[src/rtl/clock_mode_ctrl.sv]
// Clock mode controller: debounced front-panel buttons drive the RUN/SET/DEBUG FSM,
// the field select, the increment strobe and the SET-state inactivity timeout.

module clock_mode_db #(
  parameter int DB_CYCLES = 20000
) (
  input  logic clk,
  input  logic rst_n,
  input  logic btn,
  output logic press
);
  localparam int CW = $clog2(DB_CYCLES + 1);

  logic [1:0]    sync_q, sync_d;
  logic          acc_q, acc_d;
  logic [CW-1:0] cnt_q, cnt_d;

  always_comb begin
    sync_d = {sync_q[0], btn};
    acc_d  = acc_q;
    cnt_d  = '0;
    if (sync_q[1] != acc_q) begin
      if (cnt_q == CW'(DB_CYCLES - 1)) acc_d = sync_q[1];
      else                              cnt_d = cnt_q + 1'b1;
    end
  end

  // Press fires in the cycle the accepted level rises, so the FSM registers on that edge.
  assign press = acc_d & ~acc_q;

  always_ff @(posedge clk or negedge rst_n) begin
    if (!rst_n) begin
      sync_q <= '0;
      acc_q  <= 1'b0;
      cnt_q  <= '0;
    end else begin
      sync_q <= sync_d;
      acc_q  <= acc_d;
      cnt_q  <= cnt_d;
    end
  end
endmodule

module clock_mode_ctrl #(
  parameter int DB_CYCLES = 20000,
  parameter int TIMEOUT_S = 30
) (
  input  logic       clk,
  input  logic       rst_n,
  input  logic       btn_mode,
  input  logic       btn_set,
  input  logic       btn_debug,
  input  logic       tick_1hz,
  output logic       debug_mode,
  output logic       set_mode,
  output logic [1:0] set_field,
  output logic       inc_pulse,
  output logic [2:0] state_o
);
  localparam int NUM_LANES = 3;
  localparam int TW        = $clog2(TIMEOUT_S + 1);

  typedef enum logic [2:0] {
    RUN = 3'd0, SET_HOUR = 3'd1, SET_MIN = 3'd2, SET_SEC = 3'd3, DEBUG = 3'd4
  } state_e;

  logic [NUM_LANES-1:0] btn_raw, press;
  logic                 p_mode, p_set, p_debug;

  assign btn_raw = {btn_debug, btn_set, btn_mode};

  for (genvar i = 0; i < NUM_LANES; i++) begin : g_db
    clock_mode_db #(.DB_CYCLES(DB_CYCLES)) u_db (
      .clk   (clk),
      .rst_n (rst_n),
      .btn   (btn_raw[i]),
      .press (press[i])
    );
  end

  assign p_mode  = press[0];
  assign p_set   = press[1];
  assign p_debug = press[2];

  state_e        state_q, state_d;
  logic [TW-1:0] to_q, to_d;
  logic          inc_q, inc_d, setm_q, setm_d, dbg_q, dbg_d;
  logic [1:0]    field_q, field_d;
  logic          in_set, next_set, timed_out;

  always_comb begin
    state_d   = state_q;
    inc_d     = 1'b0;
    in_set    = (state_q == SET_HOUR) || (state_q == SET_MIN) || (state_q == SET_SEC);
    timed_out = in_set && (to_q == TW'(TIMEOUT_S));
    case (state_q)
      RUN:      if (p_debug) state_d = DEBUG;   else if (p_mode) state_d = SET_HOUR;
      SET_HOUR: if (p_mode)  state_d = SET_MIN; else if (p_set)  inc_d   = 1'b1;
      SET_MIN:  if (p_mode)  state_d = SET_SEC; else if (p_set)  inc_d   = 1'b1;
      SET_SEC:  if (p_mode)  state_d = RUN;     else if (p_set)  inc_d   = 1'b1;
      DEBUG:    if (p_debug) state_d = RUN;
      default:  state_d = RUN;
    endcase
    // Timeout overrides whatever press arrives in the same cycle.
    if (timed_out) begin
      state_d = RUN;
      inc_d   = 1'b0;
    end

    // Counter is cleared on timeout, so it never passes TIMEOUT_S.
    to_d = to_q;
    if (!in_set || timed_out || (|press)) to_d = '0;
    else if (tick_1hz)                    to_d = to_q + 1'b1;

    next_set = (state_d == SET_HOUR) || (state_d == SET_MIN) || (state_d == SET_SEC);
    setm_d   = next_set;
    dbg_d    = (state_d == DEBUG);
    field_d  = next_set ? state_d[1:0] : 2'd0;
  end

  always_ff @(posedge clk or negedge rst_n) begin
    if (!rst_n) begin
      state_q <= RUN;
      to_q    <= '0;
      inc_q   <= 1'b0;
      setm_q  <= 1'b0;
      dbg_q   <= 1'b0;
      field_q <= 2'd0;
    end else begin
      state_q <= state_d;
      to_q    <= to_d;
      inc_q   <= inc_d;
      setm_q  <= setm_d;
      dbg_q   <= dbg_d;
      field_q <= field_d;
    end
  end

  assign state_o    = state_q;
  assign set_mode   = setm_q;
  assign debug_mode = dbg_q;
  assign set_field  = field_q;
  assign inc_pulse  = inc_q;
endmodule

[config.mk]
export PLATFORM = sky130hd
export DESIGN_NAME = clock_mode_ctrl
export DESIGN_NICKNAME = d
export VERILOG_FILES = /design/src/rtl/clock_mode_ctrl.sv
export SDC_FILE = /design/constraint.sdc
export NUM_CORES = 1
export LEC_CHECK = 0
export CORE_MARGIN = 2
export CORE_UTILIZATION = 55
export DETAILED_ROUTE_END_ITERATION = 8
export PLACE_DENSITY_LB_ADDON = 0.25
export RECOVER_POWER = 25
export SLEW_MARGIN = 20
export SYNTH_ARGS = -nofsm -noshare
export SYNTH_HDL_FRONTEND = slang
export SYNTH_SLANG_ARGS = --single-unit
[constraint.sdc]
create_clock -name clk -period 1.8 [get_ports clk]
set_input_delay 0.36 -clock clk [delete_from_list [all_inputs] [get_ports clk]]
set_output_delay 0.36 -clock clk [all_outputs]
set_load 0.005 [all_outputs]
==> impl_metrics.sql <==
INSERT INTO impl_metrics (metric_group, metric, value, unit) VALUES
('outcome', 'status', 'completed', ''),
('sta', 'min_period_over_period', '93.8', '%'),
('drt', 'vias', '2163', ''),
('grt', 'largest_net_degree_at_the_start_of_global_routing', '68', ''),
('clock_network', 'worst_setup_hold_path_clk_slew', '0.08', 'ns'),
('die', 'top_level_ports', '14', ''),
('critical_path', 'cp-start-kind', 'flop', ''),
('logic_synthesis', 'synth-edff-count', '0', ''),
('die', 'die_height', '80.0', 'um'),
('sta', 'worstMarginPinSlew', '1.41', 'ns'),
('grt', 'grt.total_usage', '19.4', '%'),
('drt', 'detail_route.vias_per_cell', '5.38', ''),
('clock_network', 'cts-buffers-inserted', '9', ''),
('logic_synthesis', 'post_synth_instance_area', '3180', 'sq um'),
('final_layout', 'drive_above_1_share', '10.6', '%'),
('pwr', 'power_density', '884', 'nW/um^2'),
('sta', 'setup_viol', '0', ''),
('drt', 'highest-signal-layer', 'met4', ''),
('die', 'row_count', '27', ''),
('critical_path', 'end_kind', 'flop', ''),
('critical_path', 'timing_worst_setup_path_type', 'flop to flop', ''),
('sta', 'timing.max_slew.rel_slack', '5.70', '%'),
('drt', 'dr_wl_met3', '184', 'um'),
('place', 'placedCellCount', '386', ''),
('sta', 'final-hold-violation-count', '0', ''),
('drt', 'wl_met1', '2720', 'um'),
('critical_path', 'critical_path_arrival', '1.93', 'ns'),
('drt', 'drt_iter0_markers', '111', ''),
('die', 'effective_utilization_at_floorplan', '57.4', '%'),
('pwr', 'ir_drop', '475', 'uV'),
('clock_network', 'clock_tree_root', 'sky130_fd_sc_hd__clkbuf_8', ''),
('critical_path', 'worst-path-stages', '5', ''),
('critical_path', 'critical_path_buf_inv_count', '0', ''),
('drt', 'routed-wl-met2', '2570', 'um'),
('logic_synthesis', 'seq_area_frac_synth', '52.8', '%'),
('clock_network', 'htree_num_levels', '3', ''),
('logic_synthesis', 'synth_cell_type_count', '33', ''),
('logic_synthesis', 'async_reset_ff_share', '100', '%'),
('grt', 'via_count_of_the_first_global_routing_pass', '2087', ''),
('drt', 'final_antenna_net_count', '0', ''),
('run', 'cap_viol_max_count', '0', ''),
('critical_path', 'register_to_register_path_depth', '5', ''),
('logic_synthesis', 'mappedNetlistNets', '311', ''),
('final_layout', 'area_growth', '15.9', '%'),
('critical_path', 'cells_traversed_along_the_worst_timing_path', 'ha_1 > and4_1 > and4_2 > a2bb2o_4 > nor4_2', ''),
('final_layout', 'layoutNonFillerInstCount', '402', ''),
('logic_synthesis', 'yosys_warnings', '0', ''),
('critical_path', 'worst_path_largest_cell_delay', '0.40', 'ns'),
('clock_network', 'clockBufferDepth', '2', ''),
('sta', 'fin_hold_ws', '0.355', 'ns'),
('final_layout', 'final_nets', '336', ''),
('critical_path', 'worst_path_dominant_cell_family', 'simple AND/OR/NAND/NOR gates', ''),
('clock_network', 'tritoncts', 'done', ''),
('grt', 'antenna_found_initial', '0', ''),
('drt', 'wl', '5540', 'um'),
('hold_path', 'timing.hold.worst.class', 'flop to flop', ''),
('sta', 'finClkSkew', '0.00945', 'ns'),
('sta', 'period_needed', '1.69', 'ns'),
('drt', 'detailedRoute.firstPassIterationCount', '4', ''),
('final_layout', 'diodes', '0', ''),
('logic_synthesis', 'postSynthAreaPerCell', '10.6', 'sq um'),
('place', 'input_output_buffers', '13', ''),
('die', 'coreArea', '5540', 'sq um'),
('sta', 'slew_violations', '0', ''),
('die', 'dieWidth', '80.0', 'um'),
('critical_path', 'cp_max_fo', '5', ''),
('place', 'hpwl', '3730', 'um'),
('logic_synthesis', 'synth_seq_cells', '67', ''),
('hold_path', 'timing.hold.worst_path_depth', '0', ''),
('drt', 'detail_route.wl_per_cell', '13.8', 'um'),
('drt', 'drcViolationCount', '0', ''),
('critical_path', 'crit_path_top_delay_cell', 'sky130_fd_sc_hd__dfrtp_1', ''),
('clock_network', 'clkSinkCount', '67', ''),
('grt', 'grt_pass1_wl', '9530', 'um'),
('sta', 'fmax', '0.592', 'GHz'),
('logic_synthesis', 'synthFlopType', 'sky130_fd_sc_hd__dfrtp_1', ''),
('die', 'floorplan.die_area', '6400', 'sq um'),
('place', 'gpl.final_weighted_congestion', '0.845', ''),
('critical_path', 'cp.required', '2.04', 'ns'),
('clock_network', 'clock_latency', '0.34', 'ns'),
('grt', 'overflow', '0', ''),
('pwr', 'power.static_leakage', '1.55', 'nW'),
('logic_synthesis', 'syn-instance-count', '300', '');
==> kinds of logic after synthesis <==
| logic type | synth area share (%) |
|---|---|
| simple gates | 25.5 |
| flops | 52.8 |
| mux | 1.02 |
| xor+xnor | 12.7 |
| fa+ha+maj | 1.97 |
| buf+inv | 2.28 |
| compound gates | 3.78 |
==> power breakdown <==
group          switching (mW)  internal, mW
clock network           0.570          1.03
registers              0.0222          1.53
logic                  0.0670        0.0373
==> cell usage after synthesis (5+ instances only) <==
cell | n | share of area [%]
sky130_fd_sc_hd__nand3_1 | 11 | 1.7
sky130_fd_sc_hd__dfrtp_1 | 67 | 53
sky130_fd_sc_hd__and4_1 | 6 | 1.7
sky130_fd_sc_hd__nor4_1 | 12 | 2.4
sky130_fd_sc_hd__a21oi_1 | 5 | 0.79
sky130_fd_sc_hd__nor3_1 | 13 | 2.0
sky130_fd_sc_hd__nand2_1 | 19 | 2.2
sky130_fd_sc_hd__nor2_1 | 48 | 5.7
sky130_fd_sc_hd__ha_1 | 5 | 2.0
sky130_fd_sc_hd__inv_1 | 11 | 1.3
sky130_fd_sc_hd__xor2_1 | 17 | 4.7
sky130_fd_sc_hd__xnor2_1 | 29 | 8.0
sky130_fd_sc_hd__nand4_1 | 21 | 4.1
==> state kept, by name, summed over array words and instances, names as in the netlist <==
name	cells
set_field	2
state_o	3
g_db.u_db.acc_q	3
g_db.u_db.sync_q	6
debug_mode	1
inc_pulse	1
g_db.u_db.cnt_q	45
to_q	5
set_mode	1
==> final timing paths <==
check / start / end / slack [ns]
max in group asynchronous: rst_n / g_db[1].u_db.cnt_q[10]$_DFF_PN0_ / 0.51
max: g_db[0].u_db.cnt_q[0]$_DFF_PN0_ / to_q[2]$_DFFE_PN0P_ / 0.11
min: g_db[1].u_db.sync_q[0]$_DFF_PN0_ / g_db[1].u_db.sync_q[1]$_DFF_PN0_ / 0.35
min reg2reg: g_db[1].u_db.sync_q[0]$_DFF_PN0_ / g_db[1].u_db.sync_q[1]$_DFF_PN0_ / 0.35
min in group asynchronous: rst_n / g_db[2].u_db.cnt_q[0]$_DFF_PN0_ / 0.44
max reg2reg: g_db[0].u_db.cnt_q[0]$_DFF_PN0_ / to_q[2]$_DFFE_PN0P_ / 0.11
==> layout by cell type, fill, tap and decap left out, drive strengths merged, types with 2 or more instances in the layout <==
cell type,Yosys,routed
dfrtp,67,67
nor2,48,48
xnor2,29,29
nand4,22,22
nand2,19,19
xor2,17,17
nor3,13,13
clkbuf,0,12
clkdlybuf4s50,0,12
nor4,12,12
inv,11,11
nand3,11,11
buf,5,7
and4,6,6
a21oi,5,5
ha,5,5
nand2b,4,4
and3,4,4
nor4b,4,4
o31ai,3,3
bufinv,0,3
o21ai,2,2
o2bb2ai,2,2
mux2,2,2
==> cell type report <==
class	instances	area (sq um)
clock buffer	12	165
fill	433	1860
sequential	67	1680
clock inverter	4	95.1
timing repair buffer	19	168
tap	72	90.1
multi-input combinational	217	1450
inverter	11	41.3
==> routing by layer <==
layer  up-vias  GRT usage (%)
li1       1100              -
met1      1028           26.3
met2        29           29.8
met3         6           5.20
met4         0           7.46
met5         -              0
==> stage by stage <==
step / worst slack, ns / TNS (ns) / utilization, % / power [mW] / cell area [sq um]
after floorplan: 0.230 / 0 / - / 1.62 / 3180
after global placement: 0.164 / 0 / 61.7 / 1.69 / 3420
after detailed placement: 0.0746 / 0 / 61.7 / 1.69 / 3420
after CTS: 0.0600 / 0 / 66.4 / 3.30 / 3680
after global routing: -0.00834 / -0.00834 / 66.5 / 3.37 / 3680
final: 0.112 / 0 / 66.5 / 3.26 / 3680
==> what timing repair did <==
item	4_1_cts	5_1_grt
hold buffers	0	0
setup endpoints to repair	0	7
buffers inserted	0	0
endpoints found under the hold margin	0	0
resized for setup	0	4
No activity file was read; power rests on OpenSTA's default activity.
